--- src/rtl/stopwatch_ctrl.sv ---
// Stopwatch control and sequencing.
// Turns debounced button pulses and a 100 Hz tick into counter strobes,
// stores up to NLAPS lap times, and picks the value shown on the display:
// the live count, a frozen split, or a stored lap under review.
module stopwatch_ctrl #(
  parameter int NLAPS      = 4,
  parameter int HOLD_TICKS = 200,
  parameter int CW         = 27
) (
  input  logic                     clk,
  input  logic                     rst,
  input  logic                     tick,
  input  logic                     btn_ss,
  input  logic                     btn_lap,
  input  logic                     btn_view,
  input  logic [CW-1:0]            cnt_val,
  output logic                     cnt_inc,
  output logic                     cnt_clr,
  output logic [CW-1:0]            disp_val,
  output logic                     disp_lap,
  output logic [$clog2(NLAPS)-1:0] lap_idx,
  output logic [$clog2(NLAPS):0]   lap_cnt,
  output logic                     lap_full,
  output logic                     running
);

  localparam int LW = $clog2(NLAPS);
  localparam int HW = $clog2(HOLD_TICKS + 1);

  localparam logic [LW:0]   LAP_MAX   = (LW+1)'(NLAPS);
  localparam logic [LW:0]   LAP_ONE   = (LW+1)'(1);
  localparam logic [LW-1:0] IDX_ONE   = LW'(1);
  localparam logic [HW-1:0] HOLD_LOAD = HW'(HOLD_TICKS);
  localparam logic [HW-1:0] HOLD_ONE  = HW'(1);

  typedef enum logic [1:0] {
    S_IDLE,
    S_RUN,
    S_PAUSE,
    S_VIEW
  } state_t;

  state_t          state, state_n;
  logic            ret, ret_n;         // 1: VIEW returns to PAUSE, 0: to IDLE
  logic [HW-1:0]   hold, hold_n;       // remaining split-freeze ticks
  logic [LW-1:0]   idx_n;
  logic [LW:0]     lcnt_n;
  logic            cap;                // capture cnt_val into the next lap slot
  logic            inc_n, clr_n;
  logic [CW-1:0]   dval_n;
  logic            dlap_n;

  logic [CW-1:0]   laps [NLAPS];

  // Only the highest-priority button of a cycle is acted on.
  logic ss, lap, view;
  assign ss   = btn_ss;
  assign lap  = btn_lap & ~btn_ss;
  assign view = btn_view & ~btn_ss & ~btn_lap;

  logic view_last;
  assign view_last = (({1'b0, lap_idx} + LAP_ONE) == lap_cnt);

  // Next-state, lap bookkeeping, hold countdown and registered-output values.
  always_comb begin
    state_n = state;
    ret_n   = ret;
    hold_n  = hold;
    idx_n   = lap_idx;
    lcnt_n  = lap_cnt;
    cap     = 1'b0;
    clr_n   = 1'b0;
    inc_n   = (state == S_RUN) && tick;
    dval_n  = cnt_val;
    dlap_n  = 1'b0;

    if (tick && (hold != '0)) begin
      hold_n = hold - HOLD_ONE;
    end

    unique case (state)
      S_IDLE: begin
        if (ss) begin
          state_n = S_RUN;
        end else if (view && (lap_cnt != '0)) begin
          state_n = S_VIEW;
          idx_n   = '0;
          ret_n   = 1'b0;
        end
      end

      S_RUN: begin
        if (ss) begin
          state_n = S_PAUSE;
          hold_n  = '0;
        end else if (lap && (lap_cnt != LAP_MAX)) begin
          // A capture during an active hold simply reloads it.
          cap    = 1'b1;
          lcnt_n = lap_cnt + LAP_ONE;
          hold_n = HOLD_LOAD;
        end
      end

      S_PAUSE: begin
        if (ss) begin
          state_n = S_RUN;
        end else if (lap) begin
          clr_n   = 1'b1;
          lcnt_n  = '0;
          state_n = S_IDLE;
        end else if (view && (lap_cnt != '0)) begin
          state_n = S_VIEW;
          idx_n   = '0;
          ret_n   = 1'b1;
        end
      end

      S_VIEW: begin
        if (lap) begin
          state_n = ret ? S_PAUSE : S_IDLE;
          idx_n   = '0;
        end else if (view) begin
          if (view_last) begin
            state_n = ret ? S_PAUSE : S_IDLE;
            idx_n   = '0;
          end else begin
            idx_n = lap_idx + IDX_ONE;
          end
        end
      end

      default: state_n = S_IDLE;
    endcase

    // Display source is decided from the next state so that it lines up with
    // the state change in the same cycle.
    if (state_n == S_VIEW) begin
      dval_n = laps[idx_n];
      dlap_n = 1'b1;
    end else if (cap) begin
      dval_n = cnt_val;
      dlap_n = 1'b1;
    end else if (hold_n != '0) begin
      dval_n = disp_val;
      dlap_n = 1'b1;
    end
  end

  // Control state and all registered outputs.
  always_ff @(posedge clk) begin
    if (rst) begin
      state    <= S_IDLE;
      ret      <= 1'b0;
      hold     <= '0;
      cnt_inc  <= 1'b0;
      cnt_clr  <= 1'b0;
      disp_val <= '0;
      disp_lap <= 1'b0;
      lap_idx  <= '0;
      lap_cnt  <= '0;
      lap_full <= 1'b0;
      running  <= 1'b0;
    end else begin
      state    <= state_n;
      ret      <= ret_n;
      hold     <= hold_n;
      cnt_inc  <= inc_n;
      cnt_clr  <= clr_n;
      disp_val <= dval_n;
      disp_lap <= dlap_n;
      lap_idx  <= idx_n;
      lap_cnt  <= lcnt_n;
      lap_full <= (lcnt_n == LAP_MAX);
      running  <= (state_n == S_RUN);
    end
  end

  // Lap storage; contents are left stale on clear since lap_cnt gates reads.
  always_ff @(posedge clk) begin
    if (!rst && cap) begin
      laps[lap_cnt[LW-1:0]] <= cnt_val;
    end
  end

endmodule

--- config.mk ---
export PLATFORM = sky130hd
export DESIGN_NAME = stopwatch_ctrl
export DESIGN_NICKNAME = d
export VERILOG_FILES = /design/src/rtl/stopwatch_ctrl.sv
export SDC_FILE = /design/constraint.sdc
export NUM_CORES = 1
export LEC_CHECK = 0
export ABC_AREA = 1
export CORE_MARGIN = 8
export CORE_UTILIZATION = 35
export CTS_BUF_LIST = sky130_fd_sc_hd__clkbuf_16
export CTS_CLUSTER_SIZE = 30
export DETAILED_ROUTE_END_ITERATION = 10
export REMOVE_ABC_BUFFERS = 1
export SLEW_MARGIN = 20
export SYNTH_ARGS = -nofsm -noshare
export SYNTH_HDL_FRONTEND = slang
export SYNTH_SLANG_ARGS = --single-unit
--- constraint.sdc ---
create_clock -name clk -period 4.34 [get_ports clk]
set_input_delay 0.868 -clock clk [delete_from_list [all_inputs] [get_ports clk]]
set_output_delay 0.868 -clock clk [all_outputs]
set_load 0.05 [all_outputs]
==> results of run 1 <==
worst paths after layout:
kind | end | slack [ps] | cells past startpoint
max | disp_val[7] | 1360 | 17
min | ret | 520 | 2
max reg2reg | disp_val[1] | 1540 | 15
min reg2reg | ret | 520 | 2
layer usage:
layer  up-vias  wire (um)  share of wire  track usage
met5         -          0              0            0
met4         0        281          0.015       0.0561
met3        20        774          0.041       0.0297
met2       129       9360           0.50        0.252
met1      2784       8360           0.45        0.170
li1       2947          -              -            -
worst max-delay path, cell delays in order:
cell             delay [ps]
clkdlybuf4s50_1         480
inv_2                   150
nand2_2                  60
nor2_2                  110
nand4_2                 140
nand2_2                 100
nand2_1                  50
nand2_1                  50
nand2_1                  50
nand2_1                  90
nand2_2                  70
nand2_2                 300
buf_4                   470
nand2_1                 110
nand2_1                  80
nor2_1                   40
nor2_1                  120
through the flow:
| step | hold slack, ps | util | setup slack, ps |
|---|---|---|---|
| 2_1_floorplan | 465 | - | 647 |
| 5_1_grt | 576 | 0.421 | 1120 |
| 3_5_place_dp | 509 | 0.395 | 924 |
| 3_3_place_gp | 512 | 0.395 | 938 |
| 6_report | 524 | 0.421 | 1360 |
| 4_1_cts | 529 | 0.421 | 1370 |
flip-flops by register name, indices dropped and copies added (netlist names):
signal	cells
lap_full	1
hold	8
cnt_inc	1
lap_idx	2
running	1
disp_val	27
state	2
lap_cnt	3
laps	108
disp_lap	1
cnt_clr	1
ret	1
kinds of logic after synthesis:
| kind of cell | count (synthesis) | synth area share |
|---|---|---|
| buf+inv | 163 | 0.0986 |
| fa+ha+maj | 11 | 0.0178 |
| flops | 156 | 0.543 |
| compound gates | 22 | 0.0212 |
| simple gates | 516 | 0.315 |
| xor+xnor | 4 | 0.00453 |
power by group:
part | leakage (uW) | switching, uW | internal (uW)
Combinational | 0.00224 | 1250 | 604
Sequential | 0.00136 | 102 | 1760
Clock | 0.000287 | 590 | 835
cell type report:
class	count	area share
Sequential cell	156	0.459
Clock inverter	15	0.0148
Inverter	118	0.0484
Multi-Input combinational cell	553	0.304
Timing Repair Buffer	85	0.0886
Clock buffer	17	0.0465
Tap cell	280	0.0383
placed cells by master, fill, tap and decap left out, types with 2 or more instances in the layout:
| cell | instances |
|---|---|
| bufinv_16 | 2 |
| xor2_1 | 3 |
| inv_2 | 7 |
| clkinv_2 | 2 |
| o21ai_1 | 2 |
| nand4_1 | 28 |
| nand3b_1 | 55 |
| ha_1 | 11 |
| a21oi_1 | 5 |
| nor2_1 | 80 |
| o21ai_0 | 6 |
| edfxtp_1 | 108 |
| nor2_4 | 2 |
| nand2_1 | 231 |
| clkdlybuf4s50_1 | 69 |
| clkinv_4 | 3 |
| a21oi_4 | 2 |
| nand3_2 | 2 |
| nand3_1 | 95 |
| clkbuf_16 | 17 |
| dfxtp_1 | 48 |
| inv_1 | 115 |
| nand2_2 | 9 |
| nand2_4 | 2 |
| nor2_2 | 8 |
| clkinv_1 | 2 |
| buf_4 | 16 |
==> qor.yml, run 1 <==
outcome:
  status: "finished clean"
grt:
  overflow_after_grt: 0
  grt_use_total: 0.144
  grt_start_max_net_pins: 56
  grt_pass1_wl_um: 30400
  grt_pass1_vias: 5802
  antenna_found_initial: 0
sta:
  max_slew.worst_pin.slew_ps: 635
  slew_viol_final: 0
  timing.slew.headroom: 0.577
  finalClockSkew_ps: 9.21
  finalSetupViolations: 0
  hold_viol_final: 0
  achievable-frequency_ghz: 0.336
  finalWorstPathRequiredPeriod_ps: 2980
  period_share: 0.686
  grt_setup_unrepaired: "false"
  final.setup.tns_ps: 0
yosys:
  synth.cell_area_mm2: 0.00774
  synth.top_cell.area_share: 0.419
  ys_types: 38
  ys_seq_elements: 156
  synth_edf_count: 108
  synth.largest_area_cell: "edfxtp_1"
  yosys_most_used_dff: "edfxtp_1"
  ffs_w_async_s_r_synth: 0
  synthCells: 872
  yosys-top-cells-count: "nand2_1, inv_1, edfxtp_1, nand3_1, nor2_1"
  synth.yosys.seq_area_share: 0.543
  synth_most_common_cell: "nand2_1"
  most_area_consuming_cells_after_synthesis: "edfxtp_1, dfxtp_1, nand2_1"
  synth-warning-count: 0
  post_synth.cell_area_avg_um2: 8.88
min_path:
  hold_path_class: "flip-flop to flip-flop"
  hp-start: "ret"
worst_setup_path:
  critical_path.startpoint: "btn_ss"
  endpoint_kind: "flip-flop"
  worstPathMaxFanout: 38
  setup_crit_path_kind: "primary input to flip-flop"
  timing.critical_path.from_type: "primary input"
  critical_path_at_ps: 3340
  worst_ep_required_time_ps: 4700
  reg2reg_from: "state[1]"
cts:
  cts-root-buf: "clkbuf_16"
  clkLatencyLatePin_ps: 430
  numCtsBuffers: 17
  post_cts.resized_instances: 0
  path_clk_slew_ps: 60
  number_of_hold_buffers_added_after_cts: 0
  cts.path.max_buffers: 2
  cts_tree: "built"
  post-cts-setup-buffers: 0
  cts-htree-levels: 4
  cts.sink_count: 156
drt:
  routed_via_density: 4.80
  detail-route-antenna-nets: 0
  vias: 5880
  post-route-drc-count: 0
  wl_per_cell_um: 15.3
  finalWirelength_um: 18800
  detail_route.iter0.violations: 446
  drt_pre_antenna_iters: 5
cells_and_area:
  flow.area_growth_from_synthesis_pct: 18.2
  register_area_mm2: 0.00420
  drive_above_1_share: 0.0837
  non_filler_cells_in_the_finished_layout: 1224
  finish.net_count: 975
  design_area_mm2: 0.00915
  n_fill_cell: 2152
  multiInputGateArea_mm2: 0.00279
  insertedDiodeCount: 0
placement:
  dp_hpwl_um: 11200
  routabilityCongestion: 0.811
  dpl.cell_count: 1192
  place.port_buffers: 69
  postPlaceCellArea_mm2: 0.00859
floorplan:
  floorplan.rows: 54
  die_width_um: 165
  floorplan.die.height_um: 165
  num_io_pins: 70
  placeableCoreArea_mm2: 0.0218
  design.die.area_mm2: 0.0271
  initial_core_util: 0.356
pwr:
  cellLeakagePower_uw: 0.00389
  power_density_mw_per_mm2: 561
  max-vdd-ir-drop_mv: 0.314
  total_power_uw: 5140
flow_run:
  timing.max_cap.violations: 0
(Power assumes the default switching activity.)
==> inputs of run 2 (changes only) <==
==> constraint.sdc (replaced) <==
create_clock -name clk -period 2.9 [get_ports clk]
set_input_delay 0.58 -clock clk [delete_from_list [all_inputs] [get_ports clk]]
set_output_delay 0.58 -clock clk [all_outputs]
set_load 0.05 [all_outputs]
==> run 2 against run 1 <==
Net effect: sequential share of layout area shrank 1.6 points; largest cell class unchanged; critical endpoint is now disp_val[23]; register-to-register slack lost 1100 ps; power is 58% higher; utilization is 1.5 points higher; clock skew is 6.8 ps higher; largest power group is now combinational logic; first-iteration DRC count is 13% lower; die area stayed put; sequential cell count unchanged; cell count up 1.1%; worst hold slack better by 39 ps; design area rose by 3.5%.
==> qor.yml, run 2 (synthesized netlist as in run 1, its figures left out) <==
worst_setup_path:
  critical_path_at_ps: 2760  # -580 ps
  timing.critical_path.from_type: "flip-flop"
  cp_slowest_cell: "dfxtp_1"
  setup_crit_path_kind: "flip-flop to flip-flop"
  critical-path-max-stage-delay_ps: 410  # -70 ps
  worstPathMaxFanout: 22  # -42%
  critPathTopFamily: "simple AND/OR/NAND/NOR gates"
  endpoint_kind: "flip-flop"
  crit_path_cells: "inv_1, ha_1, inv_1, nand3_1, a21oi_1, nand2_1, nand2_2, buf_4, nand2_1, nand3_1, nand2_1, nand3_1, nand2_1, nor2_1, nor2_1"
  timing.critical_path.mode_cell: "nand2_1"
  worst_ep_required_time_ps: 3210  # -1490 ps
  cp.buffers_inverters: 3  # unchanged
sta:
  finalClockSkew_ps: 16.0  # +6.79 ps
  final.setup.tns_ps: 0  # unchanged
  finalWorstPathRequiredPeriod_ps: 2450
  achievable-frequency_ghz: 0.408
  slew_viol_final: 0  # unchanged
  grt_setup_unrepaired: "false"
  period_share: 0.845
  max_slew.worst_pin.slew_ps: 527  # -108 ps
  finalSetupViolations: 0  # unchanged
  hold_viol_final: 0  # unchanged
  timing.slew.headroom: 0.648  # +0.0711
pwr:
  total_power_uw: 8110  # +58%
  max-vdd-ir-drop_mv: 0.446  # +42%
  power_density_mw_per_mm2: 856  # +53%
  cellLeakagePower_uw: 0.00403  # +3.6%
min_path:
  hold_path_class: "flip-flop to flip-flop"
cts:
  post_cts.resized_instances: 0  # unchanged
  cts_tree: "built"
  post-cts-setup-buffers: 0  # unchanged
  number_of_hold_buffers_added_after_cts: 0  # unchanged
  cts-htree-levels: 4  # unchanged
  cts.sink_count: 156  # unchanged
  clkLatencyLatePin_ps: 430  # about the same
  cts-root-buf: "clkbuf_16"
  cts.path.max_buffers: 2  # unchanged
  path_clk_slew_ps: 60  # about the same
  numCtsBuffers: 17  # unchanged
grt:
  antenna_found_initial: 0  # unchanged
  grt_pass1_wl_um: 30800  # +1.2%
  overflow_after_grt: 0  # unchanged
  grt_use_total: 0.145  # +0.00119
  grt_start_max_net_pins: 56  # unchanged
  grt_pass1_vias: 5734  # -1.2%
floorplan:
  num_io_pins: 70  # unchanged
  placeableCoreArea_mm2: 0.0218  # unchanged
  initial_core_util: 0.356  # unchanged
  die_width_um: 165  # unchanged
  design.die.area_mm2: 0.0271  # unchanged
  floorplan.die.height_um: 165  # unchanged
  floorplan.rows: 54  # unchanged
drt:
  post-route-drc-count: 0  # unchanged
  finalWirelength_um: 19000  # +1.1%
  wl_per_cell_um: 15.3  # about the same
  vias: 5831  # -0.83%
  drt_pre_antenna_iters: 4  # -1
  routed_via_density: 4.71  # -1.9%
  detail-route-antenna-nets: 0  # unchanged
  detail_route.iter0.violations: 387  # -13%
cells_and_area:
  flow.area_growth_from_synthesis_pct: 22.4
  non_filler_cells_in_the_finished_layout: 1237  # +1.1%
  final_common_cell: "nand2_1"
  insertedDiodeCount: 0  # unchanged
  finish.net_count: 988  # +1.3%
  fin_util: 0.435  # +0.0147
  most-common-layout-cells: "nand2_1, inv_1, edfxtp_1"
  max_ffs_per_register: 108  # unchanged
  drive_above_1_share: 0.0982  # +0.0145
flow_run:
  timing.max_cap.violations: 0  # unchanged
placement:
  routabilityCongestion: 0.828  # +2.2%
  dp_hpwl_um: 11400  # +2.0%
  dpl.cell_count: 1205  # +1.1%
  place.port_buffers: 69  # unchanged
outcome:
  status: "finished clean"
-- run 2: cell count changes in the layout (fill, tap and decap cells not counted), sizes merged --
cell / previous run / this run
bufinv: 2 / 3
inv: 123 / 126
buf: 16 / 29
clkinv: 7 / 3
-- run 2: path summary, 6_finish.rpt --
path	start	end	slack (ps)	cells after the start
hold reg to reg	disp_val[3]	disp_val[3]	560	4
setup reg to reg	state[1]	disp_val[23]	450	15
setup / recovery	state[1]	disp_val[23]	450	15
hold / removal	disp_val[3]	disp_val[3]	560	4
-- run 2: stage by stage --
step	cell area, um^2	worst slack [ps]	hold slack [ps]
after CTS	9470	444	566
after global routing	9470	114	598
final	9470	449	563
after floorplan	7420	-793	465
after detailed placement	8880	84.1	552
after global placement	8880	130	536
-- run 2: metal layers --
metal,vias to the layer above,GRT usage,part of all wire
met4,0,0.0479,0.013
met1,2691,0.186,0.46
met2,142,0.240,0.48
li1,2980,-,-
met3,18,0.0297,0.052
met5,-,0,0
-- run 2: cell type report --
class / count / area (um^2)
Timing Repair Buffer: 98 / 1100
Inverter: 118 / 443
Tap cell: 280 / 350
Multi-Input combinational cell: 553 / 2790
Clock buffer: 17 / 425
Sequential cell: 156 / 4200
Clock inverter: 15 / 170
Fill cell: 2161 / 12300
-- run 2: worst register-to-register path, cell delays in order, from the launching register on --
cell and delay, ps:
dfxtp_1 410, inv_1 100, ha_1 280, inv_1 220, nand3_1 100, a21oi_1 130
nand2_1 140, nand2_2 130, buf_4 270, nand2_1 90, nand3_1 80, nand2_1 60
nand3_1 70, nand2_1 60, nor2_1 140, nor2_1 60
-- run 2: where the power goes --
group | total (uW) | internal, uW | switching [uW] | leakage [uW]
Sequential | 2770 | 2630 | 146 | 0.00136
Combinational | 3070 | 1130 | 1940 | 0.00236
Clock | 2270 | 1350 | 917 | 0.000302
Total | 8110 | 5110 | 3000 | 0.00403
